File: src/rtl/vector_issue_sequencer.sv
// vector_issue_sequencer
// Takes one decoded vector instruction from Decode and walks it through the
// execute/memory datapath as LANES-wide element beats. ALU instructions issue
// one beat per cycle; loads and stores hold each beat until memory acknowledges.
// Decode is stalled until the instruction retires or is killed.
module vector_issue_sequencer #(
    parameter int VLEN  = 16,
    parameter int LANES = 4,
    parameter int REG_W = 3,
    parameter int IDX_W = $clog2(VLEN),
    parameter int VL_W  = $clog2(VLEN) + 1
) (
    input  logic             clk,
    input  logic             rst,
    input  logic             issue_valid,
    input  logic [5:0]       issue_opcode,
    input  logic [REG_W-1:0] issue_vd,
    input  logic [REG_W-1:0] issue_vs1,
    input  logic [REG_W-1:0] issue_vs2,
    input  logic [VL_W-1:0]  issue_vl,
    output logic             issue_ready,
    output logic             stall_decode,
    input  logic             kill,
    output logic             beat_valid,
    output logic [5:0]       beat_opcode,
    output logic [REG_W-1:0] beat_vd,
    output logic [REG_W-1:0] beat_vs1,
    output logic [REG_W-1:0] beat_vs2,
    output logic [IDX_W-1:0] beat_idx,
    output logic [LANES-1:0] lane_mask,
    output logic             beat_last,
    output logic             vreg_we,
    output logic             mem_req,
    output logic             mem_we,
    input  logic             mem_ack,
    output logic             done
);

    localparam logic [5:0] OP_VLOAD  = 6'b110000;
    localparam logic [5:0] OP_VSTORE = 6'b110001;
    // Wide enough for element arithmetic up to VLEN + LANES without wrapping.
    localparam int CW = VL_W + 1;

    typedef enum logic [1:0] {
        ST_IDLE = 2'd0,
        ST_ALU  = 2'd1,
        ST_MEM  = 2'd2,
        ST_DONE = 2'd3
    } state_t;

    state_t           state_r;
    state_t           state_nxt_s;
    logic [5:0]       opcode_r;
    logic [REG_W-1:0] vd_r;
    logic [REG_W-1:0] vs1_r;
    logic [REG_W-1:0] vs2_r;
    logic [VL_W-1:0]  vl_r;
    logic [IDX_W-1:0] beat_cnt_r;

    logic             accept_s;
    logic             issue_is_mem_s;
    logic             is_store_s;
    logic             advance_s;
    logic             last_s;
    logic [VL_W-1:0]  vl_clamp_s;
    logic [CW-1:0]    nbeats_s;
    logic [CW-1:0]    cnt_ext_s;
    logic [CW-1:0]    idx_wide_s;

    // Instruction acceptance and per-instruction derived quantities.
    assign accept_s       = (state_r == ST_IDLE) & issue_valid & issue_opcode[5] & ~kill;
    assign issue_is_mem_s = (issue_opcode == OP_VLOAD) | (issue_opcode == OP_VSTORE);
    assign is_store_s     = (opcode_r == OP_VSTORE);
    assign vl_clamp_s     = (issue_vl > VL_W'(VLEN)) ? VL_W'(VLEN) : issue_vl;
    assign nbeats_s       = ({1'b0, vl_r} + CW'(LANES - 1)) / CW'(LANES);
    assign cnt_ext_s      = CW'(beat_cnt_r);
    assign idx_wide_s     = cnt_ext_s * CW'(LANES);
    assign last_s         = ((cnt_ext_s + CW'(1)) == nbeats_s);
    assign advance_s      = (state_r == ST_ALU) | ((state_r == ST_MEM) & mem_ack);

    // Decode handshake: busy whenever an instruction is in flight.
    assign issue_ready  = (state_r == ST_IDLE);
    assign stall_decode = (state_r != ST_IDLE) | (issue_valid & issue_opcode[5] & ~issue_ready);

    assign beat_opcode = opcode_r;
    assign beat_vd     = vd_r;
    assign beat_vs1    = vs1_r;
    assign beat_vs2    = vs2_r;

    // State register, captured instruction fields and beat counter.
    always_ff @(posedge clk) begin
        if (rst) begin
            state_r    <= ST_IDLE;
            opcode_r   <= 6'd0;
            vd_r       <= {REG_W{1'b0}};
            vs1_r      <= {REG_W{1'b0}};
            vs2_r      <= {REG_W{1'b0}};
            vl_r       <= {VL_W{1'b0}};
            beat_cnt_r <= {IDX_W{1'b0}};
        end else begin
            state_r <= state_nxt_s;
            if (accept_s) begin
                opcode_r   <= issue_opcode;
                vd_r       <= issue_vd;
                vs1_r      <= issue_vs1;
                vs2_r      <= issue_vs2;
                vl_r       <= vl_clamp_s;
                beat_cnt_r <= {IDX_W{1'b0}};
            end else if (advance_s && !last_s) begin
                beat_cnt_r <= beat_cnt_r + IDX_W'(1);
            end
        end
    end

    // Next-state: kill returns to IDLE from any busy state without retiring.
    always_comb begin
        state_nxt_s = state_r;
        case (state_r)
            ST_IDLE: begin
                if (accept_s) begin
                    if (vl_clamp_s == {VL_W{1'b0}}) begin
                        state_nxt_s = ST_DONE;
                    end else if (issue_is_mem_s) begin
                        state_nxt_s = ST_MEM;
                    end else begin
                        state_nxt_s = ST_ALU;
                    end
                end else begin
                    state_nxt_s = ST_IDLE;
                end
            end
            ST_ALU: begin
                if (kill) begin
                    state_nxt_s = ST_IDLE;
                end else if (last_s) begin
                    state_nxt_s = ST_DONE;
                end else begin
                    state_nxt_s = ST_ALU;
                end
            end
            ST_MEM: begin
                if (kill) begin
                    state_nxt_s = ST_IDLE;
                end else if (mem_ack && last_s) begin
                    state_nxt_s = ST_DONE;
                end else begin
                    state_nxt_s = ST_MEM;
                end
            end
            ST_DONE: begin
                state_nxt_s = ST_IDLE;
            end
            default: begin
                state_nxt_s = ST_IDLE;
            end
        endcase
    end

    // Beat outputs; element index, mask and last flag read as zero between beats.
    always_comb begin
        beat_valid = 1'b0;
        beat_idx   = {IDX_W{1'b0}};
        lane_mask  = {LANES{1'b0}};
        beat_last  = 1'b0;
        vreg_we    = 1'b0;
        mem_req    = 1'b0;
        mem_we     = 1'b0;
        done       = 1'b0;
        case (state_r)
            ST_ALU: begin
                beat_valid = 1'b1;
                vreg_we    = 1'b1;
            end
            ST_MEM: begin
                beat_valid = 1'b1;
                mem_req    = 1'b1;
                mem_we     = is_store_s;
                vreg_we    = ~is_store_s & mem_ack;
            end
            ST_DONE: begin
                done = 1'b1;
            end
            default: begin
                done = 1'b0;
            end
        endcase
        if (beat_valid) begin
            beat_idx  = idx_wide_s[IDX_W-1:0];
            beat_last = last_s;
            for (int i = 0; i < LANES; i++) begin
                lane_mask[i] = ((idx_wide_s + CW'(i)) < {1'b0, vl_r});
            end
        end else begin
            beat_last = 1'b0;
        end
    end

endmodule

File: config.mk
export PLATFORM = sky130hd
export DESIGN_NAME = vector_issue_sequencer
export DESIGN_NICKNAME = d
export VERILOG_FILES = /design/src/rtl/vector_issue_sequencer.sv
export SDC_FILE = /design/constraint.sdc
export NUM_CORES = 1
export LEC_CHECK = 0
export ABC_AREA = 0
export CORE_MARGIN = 4
export CORE_UTILIZATION = 43
export DETAILED_ROUTE_END_ITERATION = 8
export PLACE_DENSITY = 0.79
export REMOVE_ABC_BUFFERS = 1
export SLEW_MARGIN = 10
export SYNTH_ARGS = -nofsm -noshare
export SYNTH_HDL_FRONTEND = slang
export SYNTH_SLANG_ARGS = --single-unit
File: constraint.sdc
create_clock -name clk -period 3.5 [get_ports clk]
set_input_delay 0.875 -clock clk [delete_from_list [all_inputs] [get_ports clk]]
set_output_delay 0.875 -clock clk [all_outputs]
set_load 0.005 [all_outputs]
==> run_results.csv, run 1 <==
group,metric,value,unit
final_layout,syn2layout_area_growth,45.98,%
power_and_ir_drop,p_int,474.2,µW
placement,port_buffers,53,
min_path,holdPathStages,2,
timing,rsz0062_at_grt,"false",
final_layout,drive_gt1_frac,0.08511,
power_and_ir_drop,power_density,288.3,nW/µm²
timing,setup_slack,0.3366,ns
power_and_ir_drop,pwr-share-seq,0.507,
detailed_routing,wl,3520,µm
min_path,holdPathEnd,"beat_vs2[1]",
placement,postPlaceCellArea,2013,µm²
floorplan,ios,56,
clock_tree,cts_made_buffers,3,
final_layout,final_cell_area,2113,µm²
placement,dp_slack,0.2780,ns
floorplan,start_util,0.4628,
synth,async_flop_share,0,
placement,gp_congestion,0.9222,
global_routing,track_usage,0.1680,
global_routing,grt_pass1_wl,5885,µm
global_routing,grtUsageMet3,0.04592,
placement,hpwl,2640,µm
clock_tree,cts.sink_count,26,
synth,netlist_instances,183,
detailed_routing,ant_nets,0,
worst_setup_path,cp-end-kind,"primary output",
worst_setup_path,rrSetupSlack,1.41,ns
timing,period_share,0.9038,
global_routing,grt_pass1_vias,1351,
timing,final_max_slew_viol_count,0,
worst_setup_path,rr_startpoint,"beat_cnt_r[1]",
timing,fin_skew,0.004817,ns
worst_setup_path,cp.required,2.62,ns
clock_tree,clk_latency,0.32,ns
synth,yosysWarnings,0,
floorplan,die_w,66.02,µm
status,status,"completed",
global_routing,grt_antenna_before_repair,0,
final_layout,multiInputGateArea,877.1,µm²
worst_setup_path,r2r_end,"beat_cnt_r[3]",
clock_tree,root_buffer,"clkbuf_4",
power_and_ir_drop,power_switching_share,0.2217,
worst_setup_path,path_max_fanout,9,
floorplan,design.core.area,3128,µm²
global_routing,grt_max_degree,26,
detailed_routing,drt-pass1-iter-count,4,
detailed_routing,num_vias,1408,
power_and_ir_drop,p_switching,135.1,µW
global_routing,globalRouteMet1Util,0.2037,
final_layout,regArea,528.0,µm²
floorplan,die_area,4359,µm²
final_layout,finish.net_count,271,
timing,tightest_slew,0.8452,ns
synth,syn_area,1448,µm²
final_layout,final_cell_mix,"clkdlybuf4s50_1 (52), nand2_1 (37), a21oi_1 (27), dfxtp_1 (24), inv_1 (10)",
detailed_routing,wl_per_cell,12.62,µm
min_path,hp-start,"beat_vs2[1]",
synth,ys_seq_elements,26,
clock_tree,htreeDepth,1,
job,maxCapViolations,0,
global_routing,grt-ovfl-total,0,
final_layout,fin_util,0.6756,
final_layout,nFillCells,264,
timing,maxSlewHeadroom,0.4361,
final_layout,num_antenna_cells,0,
timing,fmax,316.1,MHz
timing,holdWs,0.4624,ns
clock_tree,cts_tree,"yes",
power_and_ir_drop,p_leak,0.0007702,µW
worst_setup_path,arrival,2.29,ns
worst_setup_path,crit_type,"in2out",
global_routing,grtUsageMet2,0.2829,
power_and_ir_drop,pwr-share-clk,0.335,
timing,setup_violations,0,
synth,synthFlopType,"dfxtp_1",
min_path,hold_path_class,"reg2reg",
detailed_routing,viasPerCell,5.047,
floorplan,rows,20,
clock_tree,cts_buffer_depth,2,
synth,synth_seq_area_share,0.3596,
timing,setup-tns-final,0,ns
timing,hold_violations,0,
detailed_routing,drc,0,
timing,period_minus_slack,3.163,ns
synth,synth_edf_count,0,
worst_setup_path,start_kind,"primary input",
synth,synth_area_per_cell,7.911,µm²
detailed_routing,dr.first_iter.drc_count,85,
final_layout,final_common_cell,"clkdlybuf4s50_1",
synth,ys_types,40,
clock_tree,clk_pin_slew_worst_paths,0.14,ns
power_and_ir_drop,vdd_ir_drop_max,0.2327,mV
power_and_ir_drop,combPwrFrac,0.158,
worst_setup_path,r2r_cells,8,
global_routing,busiest_layer,"met2",
floorplan,die_h,66.02,µm
==> state kept, by name, summed over array words and instances (netlist names) <==
signal and cells:
state_r 2, vl_r 5, beat_opcode 6, beat_vs2 3
beat_vd 3, beat_vs1 3, beat_cnt_r 4
==> power groups by stage <==
stage	clock (µW)	combinational (µW)	sequential, µW
2_1_floorplan	0	34.8	316
3_5_place_dp	0	93.8	317
5_1_grt	221	106	310
3_3_place_gp	0	93.2	317
4_1_cts	208	95.5	310
6_report	204	96.1	309
==> Yosys cell counts (all sizes together), types with 3 or more instances <==
cell / count / share of area
nand3b: 5 / 0.026
nand3: 4 / 0.014
o21ai: 6 / 0.023
xor2: 3 / 0.018
ha: 10 / 0.086
nor3: 3 / 0.010
dfxtp: 26 / 0.36
clkbuf: 7 / 0.019
o21a: 4 / 0.021
and2: 3 / 0.013
a21oi: 27 / 0.093
or3: 3 / 0.014
buf: 3 / 0.013
nor2: 9 / 0.023
inv: 10 / 0.026
nand2: 37 / 0.096
==> worst max path at each step <==
| stage | startpoint | end | slack [ns] | cells after the start |
|---|---|---|---|---|
| 2_1_floorplan | beat_cnt_r[0] | beat_last | 0.72 | 6 |
| 3_3_place_gp | beat_cnt_r[0] | beat_last | 0.34 | 7 |
| 3_5_place_dp | beat_cnt_r[0] | beat_last | 0.28 | 7 |
| 4_1_cts | beat_cnt_r[0] | beat_last | 0.02 | 7 |
| 5_1_grt | state_r[0] | lane_mask[2] | 0.18 | 7 |
| 6_report | mem_ack | vreg_we | 0.34 | 4 |
==> metal layers <==
layer / vias up / wire, µm
met1: 634 / 1500
li1: 727 / -
met3: 6 / 254
met4: 0 / 63
met2: 41 / 1701
met5: - / 0
==> worst max-delay path, stage by stage <==
cell	delay [ns]
clkdlybuf4s50_1	0.40
a21oi_1	0.46
nor3b_1	0.10
clkdlybuf4s50_1	0.47
==> final cells by class <==
class                   instances  share of cell area
clock inverters                 1             0.01421
flip-flops and latches         26              0.2499
inverters                      10             0.01776
clock buffers                   3             0.01066
well taps                      44             0.02605
multi-input cells             138              0.4150
repair buffers                 57              0.2664
==> cells by family (layout without fill, tap and decap cells) <==
family / Yosys count / in the layout / synth area share
multiplexers: 1 / 1 / 0.006915
buffers and inverters: 20 / 71 / 0.05790
XOR/XNOR: 5 / 5 / 0.03026
other: 1 / 2 / 0.002590
AO/OA/AOI/OAI: 44 / 44 / 0.1927
flip-flops: 26 / 26 / 0.3596
adder cells (fa/ha/maj): 10 / 10 / 0.08643
AND/OR/NAND/NOR: 76 / 76 / 0.2636
==> repair_timing <==
| item | CTS | global route |
|---|---|---|
| hold buffers | 0 | 0 |
| setup endpoints to repair | 1 | 1 |
| resized for setup | 3 | 7 |
| setup buffers | 1 | 0 |
| pin swaps | 0 | 1 |
==> metrics by stage <==
step	instances	power (µW)
2_1_floorplan	174	351.3
3_3_place_gp	274	409.7
3_5_place_dp	274	410.8
4_1_cts	279	613.1
5_1_grt	279	637.4
6_report	279	609.3
(Power assumes the default switching activity.)
==> run 2: changes to the inputs <==
--- a/config.mk
+++ b/config.mk
@@ -6,6 +6,7 @@
 export NUM_CORES = 1
 export LEC_CHECK = 0
 export ABC_AREA = 0
+export CAP_MARGIN = 10
 export CORE_MARGIN = 4
 export CORE_UTILIZATION = 43
 export DETAILED_ROUTE_END_ITERATION = 8
==> results of run 2 <==
No change in the layout: final DEF, timing and power equal those of run 1.
